`src/rtl/fetch_decode_pipe_reg_if.sv`:
```
// IF->ID pipeline register bus: fetch-side valid/ready with payload, and
// decode-side valid/ready with payload. The master view is the stage pair
// around the register; the slave view is the register itself.
interface fetch_decode_pipe_reg_if #(
  parameter int unsigned XLEN = 32,
  parameter int unsigned ILEN = 32,
  parameter int unsigned SB_W = 1
);
  logic            in_valid;
  logic            in_ready;
  logic [XLEN-1:0] in_pc;
  logic [ILEN-1:0] in_inst;
  logic [SB_W-1:0] in_sb;
  logic            out_valid;
  logic            out_ready;
  logic [XLEN-1:0] out_pc;
  logic [ILEN-1:0] out_inst;
  logic [SB_W-1:0] out_sb;

  modport master (
    output in_valid, in_pc, in_inst, in_sb, out_ready,
    input  in_ready, out_valid, out_pc, out_inst, out_sb
  );

  modport slave (
    input  in_valid, in_pc, in_inst, in_sb, out_ready,
    output in_ready, out_valid, out_pc, out_inst, out_sb
  );
endinterface

```
`src/rtl/fetch_decode_pipe_reg.sv`:
```
// IF->ID pipeline register with valid/ready handshake, flush and an optional
// skid entry. With SKID_EN=1 in_ready is a plain flop output, so there is no
// combinational path from decode's out_ready back to fetch. With SKID_EN=0
// the register is a single entry whose in_ready looks through out_ready.
// State encoding is {main_valid, skid_valid}.
module fetch_decode_pipe_reg #(
  parameter int unsigned     XLEN     = 32,
  parameter int unsigned     ILEN     = 32,
  parameter int unsigned     SB_W     = 1,
  parameter logic [ILEN-1:0] NOP_INST = ILEN'(32'h00000013),
  parameter bit              SKID_EN  = 1'b1
) (
  input  logic                   clock,
  input  logic                   reset,
  input  logic                   flush,
  fetch_decode_pipe_reg_if.slave bus
);

  typedef enum logic [1:0] {
    ST_EMPTY = 2'b00,
    ST_ONE   = 2'b10,
    ST_FULL  = 2'b11
  } state_e;

  state_e          state_r;
  state_e          state_nxt_s;

  logic [XLEN-1:0] out_pc_r;
  logic [ILEN-1:0] out_inst_r;
  logic [SB_W-1:0] out_sb_r;

  logic [XLEN-1:0] skid_pc_r;
  logic [ILEN-1:0] skid_inst_r;
  logic [SB_W-1:0] skid_sb_r;

  logic            in_ready_s;
  logic            out_valid_s;
  logic            accept_s;
  logic            drain_s;
  logic            main_from_in_s;
  logic            main_from_skid_s;
  logic            main_clear_s;
  logic            skid_from_in_s;

  assign out_valid_s = state_r[1];

  // Ready toward fetch: skid mode only looks at the skid flop, bypass mode looks through out_ready.
  always_comb begin
    in_ready_s = 1'b0;
    if (SKID_EN) begin
      in_ready_s = ~state_r[0];
    end else begin
      in_ready_s = ~state_r[1] | bus.out_ready;
    end
  end

  assign accept_s = bus.in_valid & in_ready_s;
  assign drain_s  = out_valid_s & bus.out_ready;

  // Next-state and entry-move decode; flush overrides every handshake outcome.
  always_comb begin
    state_nxt_s      = state_r;
    main_from_in_s   = 1'b0;
    main_from_skid_s = 1'b0;
    main_clear_s     = 1'b0;
    skid_from_in_s   = 1'b0;
    if (flush) begin
      state_nxt_s  = ST_EMPTY;
      main_clear_s = 1'b1;
    end else begin
      case (state_r)
        ST_EMPTY: begin
          if (accept_s) begin
            state_nxt_s    = ST_ONE;
            main_from_in_s = 1'b1;
          end else begin
            state_nxt_s = ST_EMPTY;
          end
        end
        ST_ONE: begin
          if (drain_s && accept_s) begin
            state_nxt_s    = ST_ONE;
            main_from_in_s = 1'b1;
          end else if (drain_s) begin
            state_nxt_s  = ST_EMPTY;
            main_clear_s = 1'b1;
          end else if (accept_s) begin
            state_nxt_s    = ST_FULL;
            skid_from_in_s = 1'b1;
          end else begin
            state_nxt_s = ST_ONE;
          end
        end
        ST_FULL: begin
          if (drain_s) begin
            state_nxt_s      = ST_ONE;
            main_from_skid_s = 1'b1;
          end else begin
            state_nxt_s = ST_FULL;
          end
        end
        default: begin
          state_nxt_s  = ST_EMPTY;
          main_clear_s = 1'b1;
        end
      endcase
    end
  end

  // State register; reset drops every entry immediately.
  always_ff @(posedge clock or posedge reset) begin
    if (reset) begin
      state_r <= ST_EMPTY;
    end else begin
      state_r <= state_nxt_s;
    end
  end

  // Main entry payload; an emptied entry shows the bubble instruction and keeps its PC.
  always_ff @(posedge clock or posedge reset) begin
    if (reset) begin
      out_pc_r   <= '0;
      out_inst_r <= NOP_INST;
      out_sb_r   <= '0;
    end else if (main_from_in_s) begin
      out_pc_r   <= bus.in_pc;
      out_inst_r <= bus.in_inst;
      out_sb_r   <= bus.in_sb;
    end else if (main_from_skid_s) begin
      out_pc_r   <= skid_pc_r;
      out_inst_r <= skid_inst_r;
      out_sb_r   <= skid_sb_r;
    end else if (main_clear_s) begin
      out_inst_r <= NOP_INST;
      out_sb_r   <= '0;
    end else begin
      out_pc_r   <= out_pc_r;
      out_inst_r <= out_inst_r;
      out_sb_r   <= out_sb_r;
    end
  end

  // Skid entry payload; its validity lives in state_r[0], so data is only captured.
  always_ff @(posedge clock or posedge reset) begin
    if (reset) begin
      skid_pc_r   <= '0;
      skid_inst_r <= NOP_INST;
      skid_sb_r   <= '0;
    end else if (skid_from_in_s) begin
      skid_pc_r   <= bus.in_pc;
      skid_inst_r <= bus.in_inst;
      skid_sb_r   <= bus.in_sb;
    end else begin
      skid_pc_r   <= skid_pc_r;
      skid_inst_r <= skid_inst_r;
      skid_sb_r   <= skid_sb_r;
    end
  end

  assign bus.in_ready  = in_ready_s;
  assign bus.out_valid = out_valid_s;
  assign bus.out_pc    = out_pc_r;
  assign bus.out_inst  = out_inst_r;
  assign bus.out_sb    = out_sb_r;

endmodule

```
`src/flat_wrapper.sv`:
```
// flat-port wrapper written by rule: the top's interface ports become plain ports
module fetch_decode_pipe_reg_flat 
#(
  parameter int unsigned     XLEN     = 32,
  parameter int unsigned     ILEN     = 32,
  parameter int unsigned     SB_W     = 1,
  parameter logic [ILEN-1:0] NOP_INST = ILEN'(32'h00000013),
  parameter bit              SKID_EN  = 1'b1
)
  (clock, reset, flush, bus_in_valid, bus_in_pc, bus_in_inst, bus_in_sb, bus_out_ready, bus_in_ready, bus_out_valid, bus_out_pc, bus_out_inst, bus_out_sb);
  fetch_decode_pipe_reg_if #(.XLEN(XLEN), .ILEN(ILEN), .SB_W(SB_W)) bus_i ();
  input  logic clock;
  input  logic reset;
  input  logic flush;
  input wire logic [$bits(bus_i.in_valid)-1:0] bus_in_valid;
  input wire logic [$bits(bus_i.in_pc)-1:0] bus_in_pc;
  input wire logic [$bits(bus_i.in_inst)-1:0] bus_in_inst;
  input wire logic [$bits(bus_i.in_sb)-1:0] bus_in_sb;
  input wire logic [$bits(bus_i.out_ready)-1:0] bus_out_ready;
  output wire logic [$bits(bus_i.in_ready)-1:0] bus_in_ready;
  output wire logic [$bits(bus_i.out_valid)-1:0] bus_out_valid;
  output wire logic [$bits(bus_i.out_pc)-1:0] bus_out_pc;
  output wire logic [$bits(bus_i.out_inst)-1:0] bus_out_inst;
  output wire logic [$bits(bus_i.out_sb)-1:0] bus_out_sb;
  assign bus_i.in_valid = bus_in_valid;
  assign bus_i.in_pc = bus_in_pc;
  assign bus_i.in_inst = bus_in_inst;
  assign bus_i.in_sb = bus_in_sb;
  assign bus_i.out_ready = bus_out_ready;
  assign bus_in_ready = bus_i.in_ready;
  assign bus_out_valid = bus_i.out_valid;
  assign bus_out_pc = bus_i.out_pc;
  assign bus_out_inst = bus_i.out_inst;
  assign bus_out_sb = bus_i.out_sb;
  fetch_decode_pipe_reg #(.XLEN(XLEN), .ILEN(ILEN), .SB_W(SB_W), .NOP_INST(NOP_INST), .SKID_EN(SKID_EN)) u_core (.clock(clock), .reset(reset), .flush(flush), .bus(bus_i));
endmodule
```
`config.mk`:
```
export PLATFORM = sky130hd
export DESIGN_NAME = fetch_decode_pipe_reg_flat
export DESIGN_NICKNAME = d
export VERILOG_FILES = /design/src/rtl/fetch_decode_pipe_reg_if.sv /design/src/rtl/fetch_decode_pipe_reg.sv /design/src/flat_wrapper.sv
export SDC_FILE = /design/constraint.sdc
export NUM_CORES = 1
export LEC_CHECK = 0
export CAP_MARGIN = 0
export CORE_ASPECT_RATIO = 1.1
export CORE_MARGIN = 3
export CORE_UTILIZATION = 53
export DETAILED_ROUTE_END_ITERATION = 10
export PLACE_DENSITY = 0.85
export SYNTH_ARGS = -nofsm -noshare
export SYNTH_HDL_FRONTEND = slang
export SYNTH_SLANG_ARGS = --single-unit
export TNS_END_PERCENT = 5
```
`constraint.sdc`:
```
create_clock -name clock -period 7.5 [get_ports clock]
set_clock_uncertainty 0.1 [all_clocks]
set_input_delay 0.75 -clock clock [delete_from_list [all_inputs] [get_ports clock]]
set_output_delay 0.75 -clock clock [all_outputs]
set_load 0.005 [all_outputs]
```
# After elaboration in Yosys (flattened, before gate mapping)
# Index checks and enable logic that the tools add are counted.
# word_totals
input_bits	70
wordCells	46
output_inout_bits	67
ff_bits	132
# op_classes
bitwise	3
mux	29
reduce_logical	5
n_eq_ne	2
# op_table
cell	n
2-to-1 mux 32 bit	5
2-to-1 mux 1 bit	17
2-to-1 mux 2 bit	4
case mux 2 bit (3 select lines)	1
== test 2 bit (second input constant)	2
case mux 1 bit (2 select lines)	2
nonzero test 3 bit	1
bitwise AND 1 bit	2
logical NOT 2 bit	1
nonzero test 2 bit	1
OR reduction 2 bit	1
logical AND 1 bit	1
NOT 1 bit	1

# Logic depth before layout (Yosys ltp)
# logic_depth
word_depth	9
ltp_mapped	9
ltp_nobuf	6

# Worst setup path before layout
# Ideal clock, no wire load.
# synth_timing
kind	input-to-reg
startpoint	input port bus_in_valid
endpoint	register u_core.out_inst_r[0] (netlist: u_core.bus.out_inst[0])
t_required_ns	7.318
arrival_time_ns	1.755
path_stages	5
setup_slack_ns	5.563
path_cell_list	and2b_4 > a221oi_1 > and3_1 > buf_2 > mux2_2
# synth_between
elab_chain_len	6
word_cells_on_any_way	11
# synth_rtl
element	line	source
start: declaration	flat_wrapper.sv:15	input wire logic [$bits(bus_i.in_valid)-1:0] bus_in_valid;
bitwise AND 1 bit (*)	fetch_decode_pipe_reg.sv:57	assign accept_s = bus.in_valid & in_ready_s;
logical AND 1 bit	fetch_decode_pipe_reg.sv:81	if (drain_s && accept_s) begin
2-to-1 mux 1 bit	fetch_decode_pipe_reg.sv:81	
case mux 1 bit (2 select lines)	fetch_decode_pipe_reg.sv:71	case (state_r)
2-to-1 mux 1 bit	fetch_decode_pipe_reg.sv:67	if (flush) begin
nonzero test 3 bit (no source line) or 2-to-1 mux 32 bit (tied branches)	--	
end signal: assignment	fetch_decode_pipe_reg.sv:127	out_inst_r <= bus.in_inst;
end signal: assignment	fetch_decode_pipe_reg.sv:131	out_inst_r <= skid_inst_r;
end signal: assignment	fetch_decode_pipe_reg.sv:138	out_inst_r <= out_inst_r;
end: declaration	fetch_decode_pipe_reg.sv:29	logic [ILEN-1:0] out_inst_r;
# Mark *: on every way between the ends. The rest lies on a longest branch, timed or not.
# A chain may end at the register's enable or synchronous reset.

# Final worst setup path
# layout_timing
startpoint	register u_core.state_r[1]
endpoint	register u_core.out_pc_r[13] (netlist: u_core.bus.out_pc[13])
# layout_between
elab_chain_len	6
word_cells_on_any_way	13
# layout_rtl
element	line	source
start: declaration	fetch_decode_pipe_reg.sv:25	state_e state_r;
start signal: assignment	fetch_decode_pipe_reg.sv:115	state_r <= state_nxt_s;
bitwise AND 1 bit	fetch_decode_pipe_reg.sv:58	assign drain_s = out_valid_s & bus.out_ready;
logical AND 1 bit	fetch_decode_pipe_reg.sv:81	
2-to-1 mux 1 bit	fetch_decode_pipe_reg.sv:81	
case mux 1 bit (2 select lines)	fetch_decode_pipe_reg.sv:71	
2-to-1 mux 1 bit	fetch_decode_pipe_reg.sv:67	
2-to-1 mux 32 bit or nonzero test 2 bit (tied branches)	--	
end signal: assignment	fetch_decode_pipe_reg.sv:126	out_pc_r <= bus.in_pc;
end signal: assignment	fetch_decode_pipe_reg.sv:130	out_pc_r <= skid_pc_r;
end signal: assignment	fetch_decode_pipe_reg.sv:137	out_pc_r <= out_pc_r;
end: declaration	fetch_decode_pipe_reg.sv:28	logic [XLEN-1:0] out_pc_r;
# Several ways; a longest one is shown, not always the timed one.

==> impl_metrics.ini <==
[timing]
worstMarginPinSlew_ns = 1.05
slew-limit-headroom = 0.303
timing_max_transition_violations_final = 0
setup_viol = 0
layout_worst_path_cycle_share = 0.380
max_clock_freq_mhz = 350
fin_tns_setup_ns = 0
report.final.hold_viol_count = 0
finalWorstPathRequiredPeriod_ns = 2.85
grt_setup_unrepaired = false

[synthesis]
synthesis.instances = 393
yosys_warnings = 0
postSynth.asyncResetShare = 1.00
ys_top_cells_by_count = sky130_fd_sc_hd__dfrtp_1, sky130_fd_sc_hd__a21o_1, sky130_fd_sc_hd__a22o_1, sky130_fd_sc_hd__mux2_2, sky130_fd_sc_hd__buf_2
synth_enable_flop_cells = 0
post-synth-top-area-fraction = 0.566
seq_area_frac_synth = 0.594
avgSynthCellArea_um2 = 14.2
post_synth_main_area_contributors = sky130_fd_sc_hd__dfrtp_1, sky130_fd_sc_hd__mux2_2, sky130_fd_sc_hd__a22o_1
synthFlopType = sky130_fd_sc_hd__dfrtp_1
total_nets_after_synthesis = 467
synth_most_common_cell = sky130_fd_sc_hd__dfrtp_1
synth.lib_cells_used.distinct = 32
ys_seq_elements = 132
syn-cell-area_um2 = 5580
synth_top_cell_by_area = sky130_fd_sc_hd__dfrtp_1

[floorplanning]
floorplan.die_area_um2 = 11800
initial_core_util = 0.553
placementRows = 38
fp.coreArea_um2 = 10100
dieHeight_um = 114
fp.dieW_um = 104
pin_count = 137

[placement]
placement.cell_area_um2 = 6980
dp_hpwl_mm = 7.96
place_congestion = 0.805
port_buffers = 136
dpl.cell_count = 646

[drt]
drtPass1Iterations = 5
first_iter_violations = 151
wl_per_cell_um = 18.6
route.detailed.drc = 0
detail-route-antenna-nets = 0
postRouteWirelength_mm = 12.6
vias_per_cell = 5.58
num_vias = 3780

[pwr]
clock_power_share = 0.350
cellLeakagePower_nw = 3.75
power.ir.vdd_worst_mv = 0.150
share_comb_of_total_power = 0.205
power_density_nw_per_um2 = 317
switchingPower_uw = 589
post-layout-total-power_mw = 2.41
internal_power_summed_over_all_cells_mw = 1.82
seq_power_share = 0.445
switching_share = 0.245

[cts]
clock_tree.buffer_depth = 2
clockRootBuffer = sky130_fd_sc_hd__clkbuf_8
h-tree-depth = 4
clk-insertion-delay-late_ns = 0.51
cts.repair.resized = 0
post_cts_setup_repair_bufs = 0
hold_buffers = 0
cts.clk_slew.worst_paths_ns = 0.06
cts-buffers-inserted = 17
cts_tree = done
clock_sinks = 132

[global_route]
grt_start_max_net_pins = 69
global_route.overflow_total = 0
grt_first_pass_wirelength_mm = 20.6
first_global_vias = 4005
antenna_found_initial = 0
grt.total_usage = 0.222

[worst_setup_path]
worst_setup_path_end_kind = register
worst-setup-path-type = register to register
critical_path.max_fanout = 36
timing.critical_path.required_ns = 7.84
r2r_cells = 7
critPathArrivalTime_ns = 3.19
timing.critical_path.from_type = register

[run]
max_cap_violations = 0

[min_path]
timing.hold.worst_path_depth = 1
timing.hold.worst.class = register to register

[final_layout]
layout-drive-gt1-share = 0.201
fin_util = 0.753
num_antenna_cells = 0
instances_no_fill = 677
syn_to_final_growth_pct = 36.2
num-nets-final = 599
finished_cell_area_um2 = 7590

[run_status]
outcome = complete, no violations
==> power by group through the flow <==
stage               registers [mW]  clock network, mW  logic (mW)
floorplan                     1.05                  0       0.281
global placement              1.06                  0       0.474
detailed placement            1.08                  0       0.493
CTS                           1.07              0.856       0.500
global route                  1.10              0.892       0.534
finish                        1.07              0.842       0.493
==> routing by layer <==
metal	part of all wire	vias up	GRT usage
li1	-	1724	-
met5	0	-	0
met3	0.067	10	0.0809
met4	0.0080	0	0.0576
met2	0.50	128	0.360
met1	0.42	1918	0.287
==> flip-flops by register name, indices dropped and copies added (netlist names) <==
signal / count
u_core.bus.out_inst: 32
u_core.bus.out_pc: 32
u_core.bus.out_sb: 1
u_core.skid_inst_r: 32
u_core.skid_pc_r: 32
u_core.skid_sb_r: 1
u_core.state_r: 2
==> worst max-delay path, stage by stage (launching register included) <==
cell,delay (ns)
sky130_fd_sc_hd__dfrtp_1,0.56
sky130_fd_sc_hd__inv_1,0.12
sky130_fd_sc_hd__ha_1,0.27
sky130_fd_sc_hd__or2_1,0.26
sky130_fd_sc_hd__a21oi_4,0.60
sky130_fd_sc_hd__buf_4,0.50
sky130_fd_sc_hd__a22o_1,0.23
sky130_fd_sc_hd__a21o_1,0.12
==> final cells by class <==
type	instances	area, µm²
Sequential cell	132	3310
Fill cell	675	2490
Multi-Input combinational cell	226	2070
Timing Repair Buffer	141	1400
Clock buffer	19	432
Clock inverter	12	179
Tap cell	140	175
Inverter	7	28.8
==> logic make-up after synthesis <==
group	share of synthesized area
compound gates	0.194
flops	0.594
mux	0.143
buf+inv	0.0402
simple gates	0.0193
fa+ha+maj	0.00898
==> path summary, 6_finish.rpt <==
check / slack (ns) / from / endpoint
setup / recovery: 4.65 / u_core.state_r[1]$_DFF_PP0_ / u_core.bus.out_pc[13]$_DFFE_PP0P_
min in group asynchronous: 0.65 / reset / u_core.bus.out_pc[11]$_DFFE_PP0P_
hold / removal: 0.37 / u_core.bus.out_pc[10]$_DFFE_PP0P_ / u_core.bus.out_pc[10]$_DFFE_PP0P_
hold reg to reg: 0.37 / u_core.bus.out_pc[10]$_DFFE_PP0P_ / u_core.bus.out_pc[10]$_DFFE_PP0P_
max in group asynchronous: 5.28 / reset / u_core.bus.out_pc[26]$_DFFE_PP0P_
setup reg to reg: 4.65 / u_core.state_r[1]$_DFF_PP0_ / u_core.bus.out_pc[13]$_DFFE_PP0P_
==> layout by cell type (no fill, tap or decap), types with 3 or more instances in the layout <==
cell type and n:
sky130_fd_sc_hd__a21oi_1 3, sky130_fd_sc_hd__mux2_1 4, sky130_fd_sc_hd__ha_1 4, sky130_fd_sc_hd__bufinv_16 4
sky130_fd_sc_hd__a21o_1 63, sky130_fd_sc_hd__inv_1 6, sky130_fd_sc_hd__a22o_1 62, sky130_fd_sc_hd__mux2i_1 3
sky130_fd_sc_hd__nor2_1 3, sky130_fd_sc_hd__dfstp_2 6, sky130_fd_sc_hd__clkdlybuf4s50_1 136, sky130_fd_sc_hd__nand2_1 3
sky130_fd_sc_hd__buf_4 5, sky130_fd_sc_hd__mux2_4 10, sky130_fd_sc_hd__nand3_1 3, sky130_fd_sc_hd__o21ai_0 3
sky130_fd_sc_hd__clkinvlp_4 3, sky130_fd_sc_hd__mux2_2 51, sky130_fd_sc_hd__clkbuf_16 16, sky130_fd_sc_hd__dfrtp_1 126
==> through the flow <==
| step | setup slack, ns | hold slack [ns] |
|---|---|---|
| floorplan | 3.13 | 0.358 |
| global placement | 4.26 | 0.357 |
| detailed placement | 4.14 | 0.364 |
| CTS | 4.67 | 0.377 |
| global route | 4.48 | 0.388 |
| finish | 4.65 | 0.371 |
Note: power is estimated with default switching activity, not from simulation.
